`src/rtl/sar_adc_decimator.sv`:
```
// SAR-ADC back end: edge-detects the ready flag, block-averages 2**LOG2_DEC
// conversion words and hands the result out on a valid/ack port with overrun flag.
module sar_adc_decimator #(
    parameter int unsigned N_BIT     = 10,
    parameter int unsigned LOG2_DEC  = 2,
    parameter int unsigned TWOS_COMP = 0
) (
    input  logic             clk,
    input  logic             rstb,
    input  logic             en,
    input  logic [N_BIT-1:0] adc_dout,
    input  logic             adc_ready,
    input  logic             out_ack,
    input  logic             clr_ovr,
    output logic [N_BIT-1:0] out_data,
    output logic             out_valid,
    output logic             overrun,
    output logic             busy
);

    localparam int unsigned AW  = N_BIT + LOG2_DEC;
    localparam int unsigned CW  = (LOG2_DEC > 0) ? LOG2_DEC : 1;
    localparam int unsigned DEC = 1 << LOG2_DEC;
    localparam logic [CW-1:0]    CNT_LAST = CW'(DEC - 1);
    localparam logic [N_BIT-1:0] MSB_FLIP =
        (TWOS_COMP != 0) ? {1'b1, {(N_BIT-1){1'b0}}} : '0;

    typedef enum logic {IDLE, RUN} state_t;

    state_t           state_q, state_d;
    logic             ready_d;
    logic             stb;
    logic             dump;
    logic [AW-1:0]    acc_q, acc_d, sum;
    logic [CW-1:0]    cnt_q, cnt_d;
    logic [N_BIT-1:0] result;

    assign stb    = adc_ready & ~ready_d;
    assign sum    = acc_q + AW'(adc_dout);
    // offset-binary to two's complement is just an MSB flip
    assign result = N_BIT'(sum >> LOG2_DEC) ^ MSB_FLIP;
    assign busy   = (cnt_q != '0);

    always_comb begin
        state_d = state_q;
        acc_d   = acc_q;
        cnt_d   = cnt_q;
        dump    = 1'b0;
        case (state_q)
            IDLE: begin
                acc_d = '0;
                cnt_d = '0;
                if (en) state_d = RUN;
            end
            RUN: begin
                if (!en) begin
                    state_d = IDLE;
                    acc_d   = '0;
                    cnt_d   = '0;
                end else if (stb) begin
                    if (cnt_q == CNT_LAST) begin
                        dump  = 1'b1;
                        acc_d = '0;
                        cnt_d = '0;
                    end else begin
                        acc_d = sum;
                        cnt_d = cnt_q + CW'(1);
                    end
                end
            end
            default: begin
                state_d = IDLE;
                acc_d   = '0;
                cnt_d   = '0;
            end
        endcase
    end

    always_ff @(posedge clk or negedge rstb) begin
        if (!rstb) begin
            state_q <= IDLE;
            ready_d <= 1'b0;
            acc_q   <= '0;
            cnt_q   <= '0;
        end else begin
            state_q <= state_d;
            ready_d <= adc_ready;
            acc_q   <= acc_d;
            cnt_q   <= cnt_d;
        end
    end

    always_ff @(posedge clk or negedge rstb) begin
        if (!rstb) begin
            out_data  <= '0;
            out_valid <= 1'b0;
            overrun   <= 1'b0;
        end else begin
            if (dump) begin
                out_data  <= result;
                out_valid <= 1'b1;
            end else if (out_ack) begin
                out_valid <= 1'b0;
            end
            // a set in the same cycle takes priority over clr_ovr
            if (dump && out_valid && !out_ack)
                overrun <= 1'b1;
            else if (clr_ovr)
                overrun <= 1'b0;
        end
    end

endmodule

```
`config.mk`:
```
export PLATFORM = sky130hd
export DESIGN_NAME = sar_adc_decimator
export DESIGN_NICKNAME = d
export VERILOG_FILES = /design/src/rtl/sar_adc_decimator.sv
export SDC_FILE = /design/constraint.sdc
export NUM_CORES = 1
export LEC_CHECK = 0
export ABC_AREA = 0
export BUFFER_PORTS_ARGS = -buffer_cell sky130_fd_sc_hd__clkbuf_2
export CORE_ASPECT_RATIO = 1.25
export CORE_MARGIN = 3
export CORE_UTILIZATION = 57
export CTS_BUF_LIST = sky130_fd_sc_hd__clkbuf_4 sky130_fd_sc_hd__clkbuf_8
export CTS_CLUSTER_SIZE = 10
export DETAILED_ROUTE_END_ITERATION = 7
export GPL_ROUTABILITY_DRIVEN = 0
export GPL_TIMING_DRIVEN = 0
export PLACE_DENSITY_LB_ADDON = 0.3
export RECOVER_POWER = 50
export SETUP_SLACK_MARGIN = 0.3
export SLEW_MARGIN = 10
export SYNTH_ARGS = -nofsm -noshare
export SYNTH_HDL_FRONTEND = slang
export SYNTH_SLANG_ARGS = --single-unit
```
`constraint.sdc`:
```
create_clock -name clk -period 2.7 [get_ports clk]
set_clock_uncertainty 0.2 [all_clocks]
set_input_delay 0.27 -clock clk [delete_from_list [all_inputs] [get_ports clk]]
set_output_delay 0.27 -clock clk [all_outputs]
set_load 0.02 [all_outputs]
```
# --- Word-level counts from Yosys, hierarchy flattened ---
# Cells that the tools add are included.
totals:
  word_cells: 37
  in_bits: 16
  register_bits: 28
  output_inout_bits: 13
classes:
  eq_ne: 2
  muxes: 17
  n_bitwise: 3
  n_reduce_logical: 6
  addsub: 2
op_table:
  columns: ["cell", "count"]
  rows:
  - ["$mux 12", 3]
  - ["$pmux 12 s2", 1]
  - ["$add 12x10->12", 1]
  - ["$mux 1", 9]
  - ["$mux 2", 3]
  - ["$reduce_bool 2->1", 3]
  - ["$pmux 2 s2", 1]
  - ["$ne 3x2->1 const B", 1]
  - ["$add 2x1->2 const B", 1]
  - ["$eq 2x2->1 const B", 1]
  - ["$logic_and 1x1->1", 2]
  - ["$not 1->1", 2]
  - ["$and 1x1->1", 1]
  - ["$logic_not 1->1", 1]

# --- Depth between registers and ports, before layout ---
depth:
  word_depth: 8
  mapped_depth: 8

# --- Worst setup path after synthesis ---
# OpenSTA, ideal clock, no wires.
synth_path:
  path_type: "reg-to-reg"
  from: "register acc_q[0]"
  to: "register acc_q[10]"
  stages_incl_launch_ff: 9
  required_time_ns: 2.375
  slack_ns: 0.508
  setup_ns: 0.125
  arrival_time_ns: 1.867
  cell_sequence: "dfrtp_1 > ha_1 > inv_1 > fa_1 > nand2b_1 > a21o_1 > a21oi_1 > o32ai_1 > mux2_2"
synth_via:
  elab_chain_len: 5
synth_lines:
  columns: ["element", "line", "text"]
  rows:
  - ["start, declared", "34", "logic [AW-1:0] acc_q, acc_d, sum;"]
  - ["start signal, assigned", "83", "acc_q <= '0;"]
  - ["start signal, assigned", "88", "acc_q <= acc_d;"]
  - ["$add 12x10->12", "39", "assign sum = acc_q + AW'(adc_dout);"]
  - ["$mux 12", "61", "if (cnt_q == CNT_LAST) begin"]
  - ["$mux 12", "60", "end else if (stb) begin"]
  - ["$mux 12", "56", "if (!en) begin"]
  - ["$pmux 12 s2", "49", "case (state_q)"]
# No other way between the ends. The select of a mux whose other input is x is not followed.
# A chain may end at the register's enable or synchronous reset.

# --- Worst setup path in the final report ---
layout_path:
  from: "register acc_q[1]"
  to: "register out_data[7]"
layout_via:
  elab_chain_len: 1
layout_lines:
  columns: ["element", "line", "text"]
  rows:
  - ["$add 12x10->12", "39", null]
  - ["end signal, assigned", "100", "out_data <= result;"]
  - ["end, declared", "15", "output logic [N_BIT-1:0] out_data,"]
# No other way between the ends.

==> results by group <==
Setup path
  – Reg-to-Reg End: out_data[7]$_DFFE_PN0P_
  – WP data required: about 2.8 ns
  – Critical Path, Cell by Cell: ha_1 -> a211oi_2 -> o21ai_2 -> a221o_1 -> or4b_1 -> nand3_1
  – WS Path Type: reg2reg
  – Reg2reg setup slack: between 0.3 and 0.4 ns
  – Slowest cell on crit path: or4b_1
  – Worst stage delay on the critical path: 0.49 ns
  – Critical path data arrival time: 2.43 ns
  – Worst r2r src: acc_q[1]$_DFFE_PN0P_
  – Startpoint types: flip-flop
  – CP Capture Type: flip-flop
  – Critical Path Fanout Max: 3
  – CP top delay family: compound AO/OA/AOI/OAI gates
  – Cells on worst reg2reg path: 6
  – Worst path bufs/invs: 0

STA
  – Worst-margin pin slew: ~1.5 ns
  – Slew Limit Headroom: around 1.6%
  – Total Neg Setup Slack: 0 ns
  – Final min period: 2.35 ns
  – Final setup vio count: 0
  – Fin Hold WS: between 0.08 and 0.09 ns
  – Final hold viol count: 0
  – Max Slew Vio Count: 0
  – RSZ-0062 raised after global routing: yes
  – Period utilization: between 80 and 90%
  – Fmax: roughly 0.43 GHz

Synth
  – Synthesis Warnings: 0
  – Yosys top cell by area: dfrtp_1
  – Post-Syn Area: 0.00164 sq mm
  – Syn_area_per_cell: 10.1 sq um
  – Syn_nets: ~190
  – Count of cell types in the netlist: 40
  – Top_reg_cell synth: dfrtp_1
  – Seq/Total Area, Yosys: 42.7%
  – #FFs+latches synth: 28
  – Synth Instances: between 150 and 200
  – Post-synth EDFFs: 0
  – Synth area leaders: dfrtp_1 (43%), ha_1 (9.2%), a21oi_1 (4.6%)
  – Share of flip-flops with an asynchronous set or reset: 100%
  – Area share of the largest cell type after synthesis: roughly 43%

Drt
  – DR WL/cell: 14.3 um
  – Via/cell ratio: 5.66
  – Post-route ant nets: 0
  – Residual DRC count: 0
  – Vias: roughly 1300
  – Iteration-0 DRC Markers: 40
  – Drt total wl: between 3000 and 4000 um
  – First-pass DRT Iterations: 4

Layout
  – NumNets Final: ~230
  – Multi-input gate area: approximately 900 sq um
  – Post-route design area: 0.00194 sq mm
  – Layout area overhead: 18.0%
  – Share of cells above drive strength 1: between 10% and 20%
  – Antenna Cells: 0
  – Most common cell after layout, fill and taps aside: dfrtp_1
  – Register Area: roughly 700 sq um
  – Fillers: between 200 and 250
  – Most frequent cells in the layout: dfrtp_1 (28), clkbuf_2 (23), a21oi_1 (14), nand2_1 (14), ha_1 (12)
  – Layout Cells excl Fill: 233

Hold path
  – Hold Path Origin: adc_dout[0]
  – Worst hold endpoint: acc_q[0]$_DFFE_PN0P_
  – Worst Hold Path Cells: 3
  – HP Class: in2reg

Floorplan
  – Number of I/O pins: 29
  – Core area: 0.00271 sq mm
  – Num rows: 21
  – Die ar.: between 0.003 and 0.004 sq mm
  – Die Wd: roughly 54 um
  – Die H: about 66 um
  – Starting density of the core: between 60% and 70%

Clock network
  – CTS H-Tree Depth: 1
  – Clock Path Buffers: 2
  – TritonCTS clock tree: done
  – CTS root buf: clkbuf_4
  – Worst-Skew Late Latency: roughly 0.33 ns
  – CTS Buf Count: 3
  – Clock Pin Slew Worst Setup and Hold Paths: approximately 0.15 ns
  – Sink Count: 28

GRT
  – Vias in the first global route: 1364
  – Grt ovf: 0
  – Initial antenna violation count: 0
  – Largest net degree at the start of global routing: 29
  – GRT Total Usage: 21.7%
  – Global-route wire length before repair: 5820 um

Placement
  – Final HPWL DP: 2480 um
  – Port buffer count: 28
  – Dpl cells: around 220
  – Area after DPL: about 0.0018 sq mm

Flow run
  – MaxCap Viol Count: 0

Power and ir drop
  – PwrDens: 421 mW/mm^2
  – Leak Pwr: 0.950 nW
  – Worst vdd ir: between 0.3 and 0.4 mV
  – Total power: 0.815 mW

Outcome
  – Outcome: finished clean
## per-stage QoR
| stage | setup WS, ns | util [%] |
|---|---|---|
| floorplan | 0.508 | - |
| global route | 0.275 | 71.5 |
| global placement | 0.327 | 67.4 |
| finish | 0.349 | 71.5 |
| detailed placement | 0.245 | 67.4 |
| CTS | 0.317 | 71.3 |
## routing by layer
metal	GRT usage (%)	wire (um)	part of all wire [%]	vias to the layer above
li1	-	-	-	662
met1	27.9	1500	45	628
met2	36.8	1660	50	23
met3	2.93	114	3.4	5
met4	6.85	44	1.3	0
met5	0	0	0	-
## layout make-up
cell class	count	area share, %
clock inverters	1	1.55
flip-flops and latches	28	36.2
plain buffers	7	1.42
clock buffers	3	1.16
well taps	34	2.20
repair buffers	33	9.50
multi-input cells	119	46.4
inverters	8	1.55
## cells by family (layout without fill, tap and decap cells)
| logic type | Yosys count | in the layout | synth area share (%) |
|---|---|---|---|
| adders and majority gates | 13 | 13 | 10.4 |
| muxes | 8 | 8 | 5.42 |
| DFF | 28 | 28 | 42.7 |
| AOI/OAI and AO/OA | 47 | 47 | 19.5 |
| buffers and inverters | 15 | 52 | 3.51 |
| and+or+nand+nor | 42 | 42 | 13.7 |
| xor gates and xnor gates | 9 | 9 | 4.81 |
## cells in the mapped netlist (2+ instances only)
cell type / number
a211oi_1: 2
a21o_1: 3
a21oi_1: 15
a22o_1: 7
clkbuf_1: 6
dfrtp_1: 28
ha_1: 12
inv_1: 8
mux2_1: 3
mux2_2: 4
nand2_1: 14
nand2b_1: 5
nand4_1: 2
nor2_1: 7
nor3_1: 2
nor3b_1: 4
o211ai_1: 2
o21a_1: 3
o21ai_1: 6
or3_1: 2
xnor2_1: 4
xor2_1: 5
## worst max-delay path by stage
stage	slack (ns)	start	to	depth (start not counted)
after floorplan	0.51	acc_q[0]$_DFFE_PN0P_	acc_q[10]$_DFFE_PN0P_	8
after global placement	0.33	adc_dout[0]	acc_q[10]$_DFFE_PN0P_	9
after global routing	0.28	acc_q[0]$_DFFE_PN0P_	acc_q[10]$_DFFE_PN0P_	8
after detailed placement	0.25	adc_dout[0]	acc_q[10]$_DFFE_PN0P_	9
final	0.35	acc_q[1]$_DFFE_PN0P_	out_data[7]$_DFFE_PN0P_	6
after CTS	0.32	acc_q[0]$_DFFE_PN0P_	acc_q[10]$_DFFE_PN0P_	8
## sequential cells by signal, indices dropped and copies added (netlist names)
name       cells
acc_q         12
out_data      10
cnt_q          2
out_valid      1
overrun        1
ready_d        1
state_q        1
## tightest hold or removal path, cell delays in order
cell,delay (ns)
clkbuf_2,0.08
ha_1,0.13
a22o_1,0.11
## what timing repair did
item                                   in CTS  in global routing
setup endpoints to repair                   1                  3
setup buffers                               0                  0
gates resized for setup                     1                  2
endpoints found under the hold margin      32                  0
hold buffers                                5                  0
## report_power, final
| part | leakage (nW) | internal (mW) | switching, mW |
|---|---|---|---|
| logic | 0.538 | 0.0453 | 0.0646 |
| registers | 0.385 | 0.426 | 0.00423 |
| clock network | 0.0279 | 0.150 | 0.125 |
Note: power is estimated with default switching activity, not from simulation.
